<file path="config.mk">
export PLATFORM = sky130hd
export DESIGN_NAME = step_response_meter_flat
export DESIGN_NICKNAME = d
export VERILOG_FILES = /design/src/rtl/step_response_meter_if.sv /design/src/rtl/step_response_meter.sv /design/src/flat_wrapper.sv
export SDC_FILE = /design/constraint.sdc
export NUM_CORES = 1
export LEC_CHECK = 0
export CAP_MARGIN = 10
export CORE_MARGIN = 3
export CORE_UTILIZATION = 60
export CTS_CLUSTER_DIAMETER = 150
export DETAILED_ROUTE_END_ITERATION = 7
export PLACE_DENSITY_LB_ADDON = 0.25
export RECOVER_POWER = 50
export SLEW_MARGIN = 15
export SYNTH_ARGS = -nofsm -noshare
export SYNTH_HDL_FRONTEND = slang
export SYNTH_SLANG_ARGS = --single-unit
export TNS_END_PERCENT = 1
</file>
<file path="constraint.sdc">
create_clock -name clk -period 8.5 [get_ports clk]
set_clock_uncertainty 0.05 [all_clocks]
set_input_delay 1.275 -clock clk [delete_from_list [all_inputs] [get_ports clk]]
set_output_delay 1.275 -clock clk [all_outputs]
set_load 0.02 [all_outputs]
</file>
<file path="src/rtl/step_response_meter_if.sv">
// Sample/stimulus and result signals exchanged between the step response meter and
// the harness driving it.
interface step_response_meter_if #(
    parameter int unsigned DATA_WIDTH = 21,
    parameter int unsigned CNT_WIDTH  = 31
);
    logic                  start;
    logic [DATA_WIDTH-1:0] initial_val;
    logic [DATA_WIDTH-1:0] final_val;
    logic [DATA_WIDTH-1:0] band;
    logic                  sample_valid;
    logic [DATA_WIDTH-1:0] sample;
    logic                  busy;
    logic                  done;
    logic                  timed_out;
    logic [CNT_WIDTH-1:0]  rise_time;
    logic [CNT_WIDTH-1:0]  settle_time;
    logic [DATA_WIDTH-1:0] peak;
    logic                  overshoot;

    modport master (
        output start, initial_val, final_val, band, sample_valid, sample,
        input  busy, done, timed_out, rise_time, settle_time, peak, overshoot
    );

    modport slave (
        input  start, initial_val, final_val, band, sample_valid, sample,
        output busy, done, timed_out, rise_time, settle_time, peak, overshoot
    );
endinterface

</file>
<file path="src/rtl/step_response_meter.sv">
// Step response meter: timestamps rise and settling of a sampled plant output after a
// step, tracks the peak in the step direction and flags overshoot or timeout.
module step_response_meter #(
    parameter int unsigned DATA_WIDTH  = 21,
    parameter int unsigned CNT_WIDTH   = 31,
    parameter int unsigned SETTLE_HOLD = 16,
    parameter int unsigned TIMEOUT     = 100000
) (
    input logic                 clk,
    input logic                 rst_n,
    step_response_meter_if.slave bus
);
    localparam int unsigned HoldW = $clog2(SETTLE_HOLD + 1);
    localparam logic [CNT_WIDTH-1:0] TimeoutVal = CNT_WIDTH'(TIMEOUT);
    localparam logic [HoldW-1:0]     HoldVal    = HoldW'(SETTLE_HOLD);

    typedef enum logic [1:0] {StIdle, StRise, StSettle} state_e;

    state_e                r_state, w_state_d;
    logic [CNT_WIDTH-1:0]  r_cnt, w_cnt_d;
    logic [CNT_WIDTH-1:0]  r_cand, w_cand_d;
    logic [CNT_WIDTH-1:0]  r_rise, w_rise_d;
    logic [CNT_WIDTH-1:0]  r_settle, w_settle_d;
    logic [HoldW-1:0]      r_hold, w_hold_d;
    logic [DATA_WIDTH-1:0] r_final, w_final_d;
    logic [DATA_WIDTH-1:0] r_band, w_band_d;
    logic [DATA_WIDTH-1:0] r_peak, w_peak_d;
    logic                  r_dir_up, w_dir_up_d;
    logic                  r_overshoot, w_overshoot_d;
    logic                  r_timed_out, w_timed_out_d;
    logic                  r_done, w_done_d;

    logic [DATA_WIDTH:0]   w_samp_x, w_final_x, w_diff, w_peak_new_x;
    logic [DATA_WIDTH-1:0] w_peak_new;
    logic                  w_in_band, w_hit, w_over_new, w_complete;
    logic [HoldW-1:0]      w_hold_inc;

    // Band test and overshoot compare are done one bit wider so nothing wraps.
    assign w_samp_x     = {1'b0, bus.sample};
    assign w_final_x    = {1'b0, r_final};
    assign w_diff       = (w_samp_x >= w_final_x) ? (w_samp_x - w_final_x) : (w_final_x - w_samp_x);
    assign w_in_band    = (w_diff <= {1'b0, r_band});
    assign w_hit        = bus.sample_valid && w_in_band;
    assign w_hold_inc   = r_hold + 1'b1;
    assign w_peak_new   = r_dir_up ? ((bus.sample > r_peak) ? bus.sample : r_peak)
                                   : ((bus.sample < r_peak) ? bus.sample : r_peak);
    assign w_peak_new_x = {1'b0, w_peak_new};
    assign w_over_new   = r_dir_up ? (w_peak_new_x > (w_final_x + {1'b0, r_band}))
                                   : ((w_peak_new_x + {1'b0, r_band}) < w_final_x);

    always_comb begin
        w_state_d     = r_state;
        w_cnt_d       = r_cnt;
        w_cand_d      = r_cand;
        w_rise_d      = r_rise;
        w_settle_d    = r_settle;
        w_hold_d      = r_hold;
        w_final_d     = r_final;
        w_band_d      = r_band;
        w_peak_d      = r_peak;
        w_dir_up_d    = r_dir_up;
        w_overshoot_d = r_overshoot;
        w_timed_out_d = r_timed_out;
        w_done_d      = 1'b0;
        w_complete    = 1'b0;
        unique case (r_state)
            StIdle: begin
                if (bus.start) begin
                    w_final_d     = bus.final_val;
                    w_band_d      = bus.band;
                    w_dir_up_d    = (bus.final_val >= bus.initial_val);
                    w_peak_d      = bus.initial_val;
                    w_cnt_d       = '0;
                    w_cand_d      = '0;
                    w_hold_d      = '0;
                    w_rise_d      = '0;
                    w_settle_d    = '0;
                    w_overshoot_d = 1'b0;
                    w_timed_out_d = 1'b0;
                    w_state_d     = StRise;
                end
            end
            StRise, StSettle: begin
                w_cnt_d = r_cnt + 1'b1;
                if (bus.sample_valid) begin
                    w_peak_d      = w_peak_new;
                    w_overshoot_d = w_over_new;
                end
                if (r_state == StRise) begin
                    if (w_hit) begin
                        w_rise_d  = r_cnt;
                        w_cand_d  = r_cnt;
                        w_hold_d  = HoldW'(1);
                        w_state_d = StSettle;
                        if (SETTLE_HOLD == 1) begin
                            w_settle_d = r_cnt;
                            w_complete = 1'b1;
                        end
                    end
                end else if (bus.sample_valid) begin
                    if (w_in_band) begin
                        if (r_hold == '0) w_cand_d = r_cnt;
                        w_hold_d = w_hold_inc;
                        if (w_hold_inc == HoldVal) begin
                            w_settle_d = (r_hold == '0) ? r_cnt : r_cand;
                            w_complete = 1'b1;
                        end
                    end else begin
                        w_hold_d = '0;
                    end
                end
                if (w_complete) begin
                    w_done_d  = 1'b1;
                    w_state_d = StIdle;
                end else if (r_cnt == TimeoutVal) begin
                    w_done_d      = 1'b1;
                    w_timed_out_d = 1'b1;
                    w_settle_d    = '1;
                    if (r_state == StRise && !w_hit) w_rise_d = '1;
                    w_state_d = StIdle;
                end
            end
            default: w_state_d = StIdle;
        endcase
    end

    always_ff @(posedge clk or negedge rst_n) begin
        if (!rst_n) begin
            r_state     <= StIdle;
            r_cnt       <= '0;
            r_cand      <= '0;
            r_rise      <= '0;
            r_settle    <= '0;
            r_hold      <= '0;
            r_final     <= '0;
            r_band      <= '0;
            r_peak      <= '0;
            r_dir_up    <= 1'b0;
            r_overshoot <= 1'b0;
            r_timed_out <= 1'b0;
            r_done      <= 1'b0;
        end else begin
            r_state     <= w_state_d;
            r_cnt       <= w_cnt_d;
            r_cand      <= w_cand_d;
            r_rise      <= w_rise_d;
            r_settle    <= w_settle_d;
            r_hold      <= w_hold_d;
            r_final     <= w_final_d;
            r_band      <= w_band_d;
            r_peak      <= w_peak_d;
            r_dir_up    <= w_dir_up_d;
            r_overshoot <= w_overshoot_d;
            r_timed_out <= w_timed_out_d;
            r_done      <= w_done_d;
        end
    end

    assign bus.busy        = (r_state != StIdle);
    assign bus.done        = r_done;
    assign bus.timed_out   = r_timed_out;
    assign bus.rise_time   = r_rise;
    assign bus.settle_time = r_settle;
    assign bus.peak        = r_peak;
    assign bus.overshoot   = r_overshoot;
endmodule

</file>
<file path="src/flat_wrapper.sv">
// flat-port wrapper written by rule: the top's interface ports become plain ports
module step_response_meter_flat 
#(
    parameter int unsigned DATA_WIDTH  = 21,
    parameter int unsigned CNT_WIDTH   = 31,
    parameter int unsigned SETTLE_HOLD = 16,
    parameter int unsigned TIMEOUT     = 100000
)
  (clk, rst_n, bus_start, bus_initial_val, bus_final_val, bus_band, bus_sample_valid, bus_sample, bus_busy, bus_done, bus_timed_out, bus_rise_time, bus_settle_time, bus_peak, bus_overshoot);
  step_response_meter_if #(.DATA_WIDTH(DATA_WIDTH), .CNT_WIDTH(CNT_WIDTH)) bus_i ();
  input logic clk;
  input logic rst_n;
  input wire logic [$bits(bus_i.start)-1:0] bus_start;
  input wire logic [$bits(bus_i.initial_val)-1:0] bus_initial_val;
  input wire logic [$bits(bus_i.final_val)-1:0] bus_final_val;
  input wire logic [$bits(bus_i.band)-1:0] bus_band;
  input wire logic [$bits(bus_i.sample_valid)-1:0] bus_sample_valid;
  input wire logic [$bits(bus_i.sample)-1:0] bus_sample;
  output wire logic [$bits(bus_i.busy)-1:0] bus_busy;
  output wire logic [$bits(bus_i.done)-1:0] bus_done;
  output wire logic [$bits(bus_i.timed_out)-1:0] bus_timed_out;
  output wire logic [$bits(bus_i.rise_time)-1:0] bus_rise_time;
  output wire logic [$bits(bus_i.settle_time)-1:0] bus_settle_time;
  output wire logic [$bits(bus_i.peak)-1:0] bus_peak;
  output wire logic [$bits(bus_i.overshoot)-1:0] bus_overshoot;
  assign bus_i.start = bus_start;
  assign bus_i.initial_val = bus_initial_val;
  assign bus_i.final_val = bus_final_val;
  assign bus_i.band = bus_band;
  assign bus_i.sample_valid = bus_sample_valid;
  assign bus_i.sample = bus_sample;
  assign bus_busy = bus_i.busy;
  assign bus_done = bus_i.done;
  assign bus_timed_out = bus_i.timed_out;
  assign bus_rise_time = bus_i.rise_time;
  assign bus_settle_time = bus_i.settle_time;
  assign bus_peak = bus_i.peak;
  assign bus_overshoot = bus_i.overshoot;
  step_response_meter #(.DATA_WIDTH(DATA_WIDTH), .CNT_WIDTH(CNT_WIDTH), .SETTLE_HOLD(SETTLE_HOLD), .TIMEOUT(TIMEOUT)) u_core (.clk(clk), .rst_n(rst_n), .bus(bus_i));
endmodule
</file>
==> results of run 1 <==
[registers in the layout (all words and copies together) (netlist names)]
register	flops
u_core.r_dir_up	1
u_core.bus.rise_time	31
u_core.bus.peak	21
u_core.bus.settle_time	31
u_core.r_final	21
u_core.bus.timed_out	1
u_core.r_state	2
u_core.r_band	21
u_core.r_hold	5
u_core.r_cnt	31
u_core.r_cand	31
u_core.bus.overshoot	1
u_core.bus.done	1
[worst register-to-register path, stage by stage (launching register included)]
cell	delay (ns)
sky130_fd_sc_hd__dfrtp_1	0.47
sky130_fd_sc_hd__inv_1	0.07
sky130_fd_sc_hd__ha_1	0.30
sky130_fd_sc_hd__nand4_1	0.30
sky130_fd_sc_hd__nor4_1	0.45
sky130_fd_sc_hd__o21ai_0	0.15
sky130_fd_sc_hd__o2111ai_1	0.23
sky130_fd_sc_hd__mux2_2	0.44
sky130_fd_sc_hd__buf_4	0.25
sky130_fd_sc_hd__nand2_1	0.10
sky130_fd_sc_hd__o21ai_0	0.20
sky130_fd_sc_hd__ha_1	0.40
sky130_fd_sc_hd__o21ai_0	0.12
sky130_fd_sc_hd__a21boi_0	0.18
sky130_fd_sc_hd__o21a_1	0.15
sky130_fd_sc_hd__o21ai_0	0.14
sky130_fd_sc_hd__a2111oi_0	0.39
sky130_fd_sc_hd__buf_4	0.19
sky130_fd_sc_hd__nor3_1	0.07
sky130_fd_sc_hd__o31ai_1	0.29
sky130_fd_sc_hd__a21oi_1	0.12
sky130_fd_sc_hd__xnor2_1	0.14
sky130_fd_sc_hd__ha_1	0.17
sky130_fd_sc_hd__a2111oi_0	0.42
sky130_fd_sc_hd__nand4_1	0.14
sky130_fd_sc_hd__a21oi_1	0.17
sky130_fd_sc_hd__a32o_1	0.18
[cells by family after synthesis]
| kind of cell | Yosys count |
|---|---|
| AOI/OAI and AO/OA | 545 |
| and+or+nand+nor | 413 |
| buffers and inverters | 248 |
| adders and majority gates | 204 |
| DFF | 198 |
| xor gates and xnor gates | 81 |
| muxes | 73 |
[Yosys cell counts, types with 5 or more instances]
cell,instances
sky130_fd_sc_hd__clkbuf_1,59
sky130_fd_sc_hd__o221ai_1,6
sky130_fd_sc_hd__a32o_1,25
sky130_fd_sc_hd__a31oi_1,13
sky130_fd_sc_hd__inv_1,151
sky130_fd_sc_hd__nand2b_1,19
sky130_fd_sc_hd__a21boi_0,34
sky130_fd_sc_hd__buf_1,5
sky130_fd_sc_hd__nor3_1,19
sky130_fd_sc_hd__mux2_2,44
sky130_fd_sc_hd__o221a_1,30
sky130_fd_sc_hd__nor4_1,12
sky130_fd_sc_hd__mux2i_1,29
sky130_fd_sc_hd__o21ai_0,96
sky130_fd_sc_hd__a21oi_1,134
sky130_fd_sc_hd__buf_4,8
sky130_fd_sc_hd__or2_2,7
sky130_fd_sc_hd__nand3_1,48
sky130_fd_sc_hd__buf_6,8
sky130_fd_sc_hd__o21bai_1,10
sky130_fd_sc_hd__xor2_1,38
sky130_fd_sc_hd__o22a_1,31
sky130_fd_sc_hd__nand4_1,23
sky130_fd_sc_hd__o21a_1,13
sky130_fd_sc_hd__nor2_1,92
sky130_fd_sc_hd__nand2_1,128
sky130_fd_sc_hd__ha_1,200
sky130_fd_sc_hd__nor2b_1,23
sky130_fd_sc_hd__and3_1,14
sky130_fd_sc_hd__o22ai_1,44
sky130_fd_sc_hd__buf_2,16
sky130_fd_sc_hd__o211ai_1,8
sky130_fd_sc_hd__xnor2_1,43
sky130_fd_sc_hd__or3_1,6
sky130_fd_sc_hd__dfrtp_1,198
sky130_fd_sc_hd__a21o_1,47
sky130_fd_sc_hd__a31o_2,5
[worst paths after layout]
kind                                                   to                 from  slack (ns)  depth (start not counted)
worst max-delay path                 u_core.bus.overshoot       bus_sample[13]        1.25                         26
worst min-delay path                    u_core.r_cand[21]    u_core.r_cand[21]        0.44                          1
worst max register to register       u_core.bus.overshoot  u_core.bus.peak[18]        2.15                         26
worst min register to register          u_core.r_cand[21]    u_core.r_cand[21]        0.44                          1
max in group asynchronous       u_core.bus.settle_time[2]                rst_n        1.58                          1
min in group asynchronous        u_core.bus.rise_time[30]                rst_n        3.32                          1
[stage by stage]
stage,hold slack [ns],cells
2_1_floorplan,0.411,1762
3_3_place_gp,0.420,2191
3_5_place_dp,0.426,2191
4_1_cts,0.447,2223
5_1_grt,0.461,2223
6_report,0.444,2223
[cell type report]
class | count | area, um^2
repair buffers | 196 | 1920
flip-flops and latches | 198 | 4950
fillers | 1950 | 7250
inverters | 151 | 567
well taps | 330 | 413
clock buffers | 17 | 425
multi-input cells | 1316 | 9890
clock inverters | 15 | 200
[routing by layer]
metal,global-route usage [%],part of all wire (%)
met2,56.6,47
met1,47.7,42
met3,5.60,7.4
met5,0,0.084
met4,12.3,3.6
==> results.cfg, run 1 <==
[status]
run_status = complete, but fails checks
violations = capacitance limit, slew limit

[clock_network]
root_buffer_cell = sky130_fd_sc_hd__clkbuf_16
clkLatencyLatePin_ns = 0.46
cts_tree = done
count_of_cells_resized_by_post_cts_repair = 0
cts_hold_buf = 0
clk_pin_slew_worst_setup_hold_paths_ns = 0.09
cts_h_tree_lvls = 4
cts_num_sinks = 198
cts_setup_buffers = 0
cts_inserted_buffers = 17
clock_tree_buf_depth = 2

[critical_path]
crit_type = in -> reg
cp_slowest_cell = sky130_fd_sc_hd__clkdlybuf4s50_1
required_ns = 8.83
timing.critical_path.max_delay_family = compound AO/OA/AOI/OAI gates
worst-endpoint-arrival_ns = 7.58
timing.critical_path.buf_inv = 3
worstSetupStartpointType = primary input
max_stage_delay_ns = 0.59
cpMostUsedCell = sky130_fd_sc_hd__o21ai_0
worstSetupEndpointType = register
critPathMaxFanout = 33

[timing]
max_slew_margin_pct = -315
layout_worst_path_cycle_share_pct = 85.3
worst_slew_pin_slew_ns = 6.22
report.final.setup_viol = 0
final.setup.tns_ns = 0
timing.final.hold_violations = 0
maxSlewViolCount = 180
rsz0062_at_grt = false
worst_slack_ns = 1.25
finalWorstPathRequiredPeriod_ns = 7.25
max_freq_ghz = 0.138

[grt]
grt_start_max_net_pins = 135
grt_pass1_vias = 14400
gr-total-overflow = 0
grt_antenna_before_repair = 4
grt_first_pass_wirelength_mm = 79.1
grt.total_usage_pct = 34.9

[cells_and_area]
design.final.nets = 2172
stdcell_area_um2 = 18400
final_util_pct = 71.7
drive_gt1_share_pct = 6.87
layout_commonest_cell = sky130_fd_sc_hd__ha_1
diode_count = 0
final_cell_mix = sky130_fd_sc_hd__ha_1 (199), sky130_fd_sc_hd__dfrtp_1 (198), sky130_fd_sc_hd__inv_1 (151)
area_growth_pct = 15.7

[placed_design]
port_buffers = 174
post-dp-hpwl_mm = 37.4
post_detailed_placement_cell_area_um2 = 17700
gp_congestion = 1.00
worst_setup_slack_after_placement_ns = 0.835

[yosys]
synth_fa_ha_area_share_pct = 16.3
synth.cell_area_um2 = 15900
average_footprint_of_a_synthesized_cell_um2 = 9.01
share_of_yosys_cell_area_claimed_by_the_top_area_cell_type_pct = 31.2
proportion_of_synthesized_flip_flops_having_asynchronous_set_or_reset_pct = 100
synthesis_stage_register_bit_count = 198
yosys.area_share.simple_pct = 12.9
fraction_of_the_mapped_netlist_area_in_compound_gates_pct = 23.6
netlist_top_cells_area = sky130_fd_sc_hd__dfrtp_1 (31%), sky130_fd_sc_hd__ha_1 (16%), sky130_fd_sc_hd__a21oi_1 (4.2%)
synth-main-ff-cell = sky130_fd_sc_hd__dfrtp_1
synth_cell_types = 74
cell_type_with_the_highest_aggregate_area_in_the_netlist = sky130_fd_sc_hd__dfrtp_1
synth_enable_flop_cells = 0
sequential_fraction_of_the_synthesis_area_pct = 31.2
main_combinational_cell_family_by_area_after_synthesis = compound AO/OA/AOI/OAI gates
synth_nets = 2054
post_synthesis_xor_xnor_area_fraction_pct = 4.47
synth.yosys.warnings = 0
synthMuxAreaShare_pct = 4.95
netlist_instances = 1762

[drt]
routed_wire_length_per_instance_um = 22.4
dr.first_iter.drc_count = 1427
remaining_drc_errors = 0
ant_nets = 0
drt_pre_antenna_iters = 6
finalWirelength_mm = 49.9
viasPerCell = 6.46
num_vias = 14400

[floorplan]
y_dimension_of_the_die_um = 169
fp.coreArea_um2 = 25600
initial_core_utilization_pct = 61.9
dieWidth_um = 169
floorplan.io_pins = 175
fp.dieArea_um2 = 28400
num_rows = 58

[job]
maxCapViolations = 2

[worst_hold_path]
hp-class = reg -> reg
Power of run 1 is left out: the tool's default activity adds up to more than one toggle a clock period on the data nets, which glitch-free logic cannot reach.
==> inputs of run 2 (changes only) <==
--- a/config.mk
+++ b/config.mk
@@ -12,6 +12,7 @@
 export DETAILED_ROUTE_END_ITERATION = 7
 export PLACE_DENSITY_LB_ADDON = 0.25
 export RECOVER_POWER = 50
+export SETUP_SLACK_MARGIN = 0.3
 export SLEW_MARGIN = 15
 export SYNTH_ARGS = -nofsm -noshare
 export SYNTH_HDL_FRONTEND = slang
==> results of run 2 <==
The final DEF is identical to that of run 1; final timing and power are the same.
Power of run 2 is left out for the same reason.
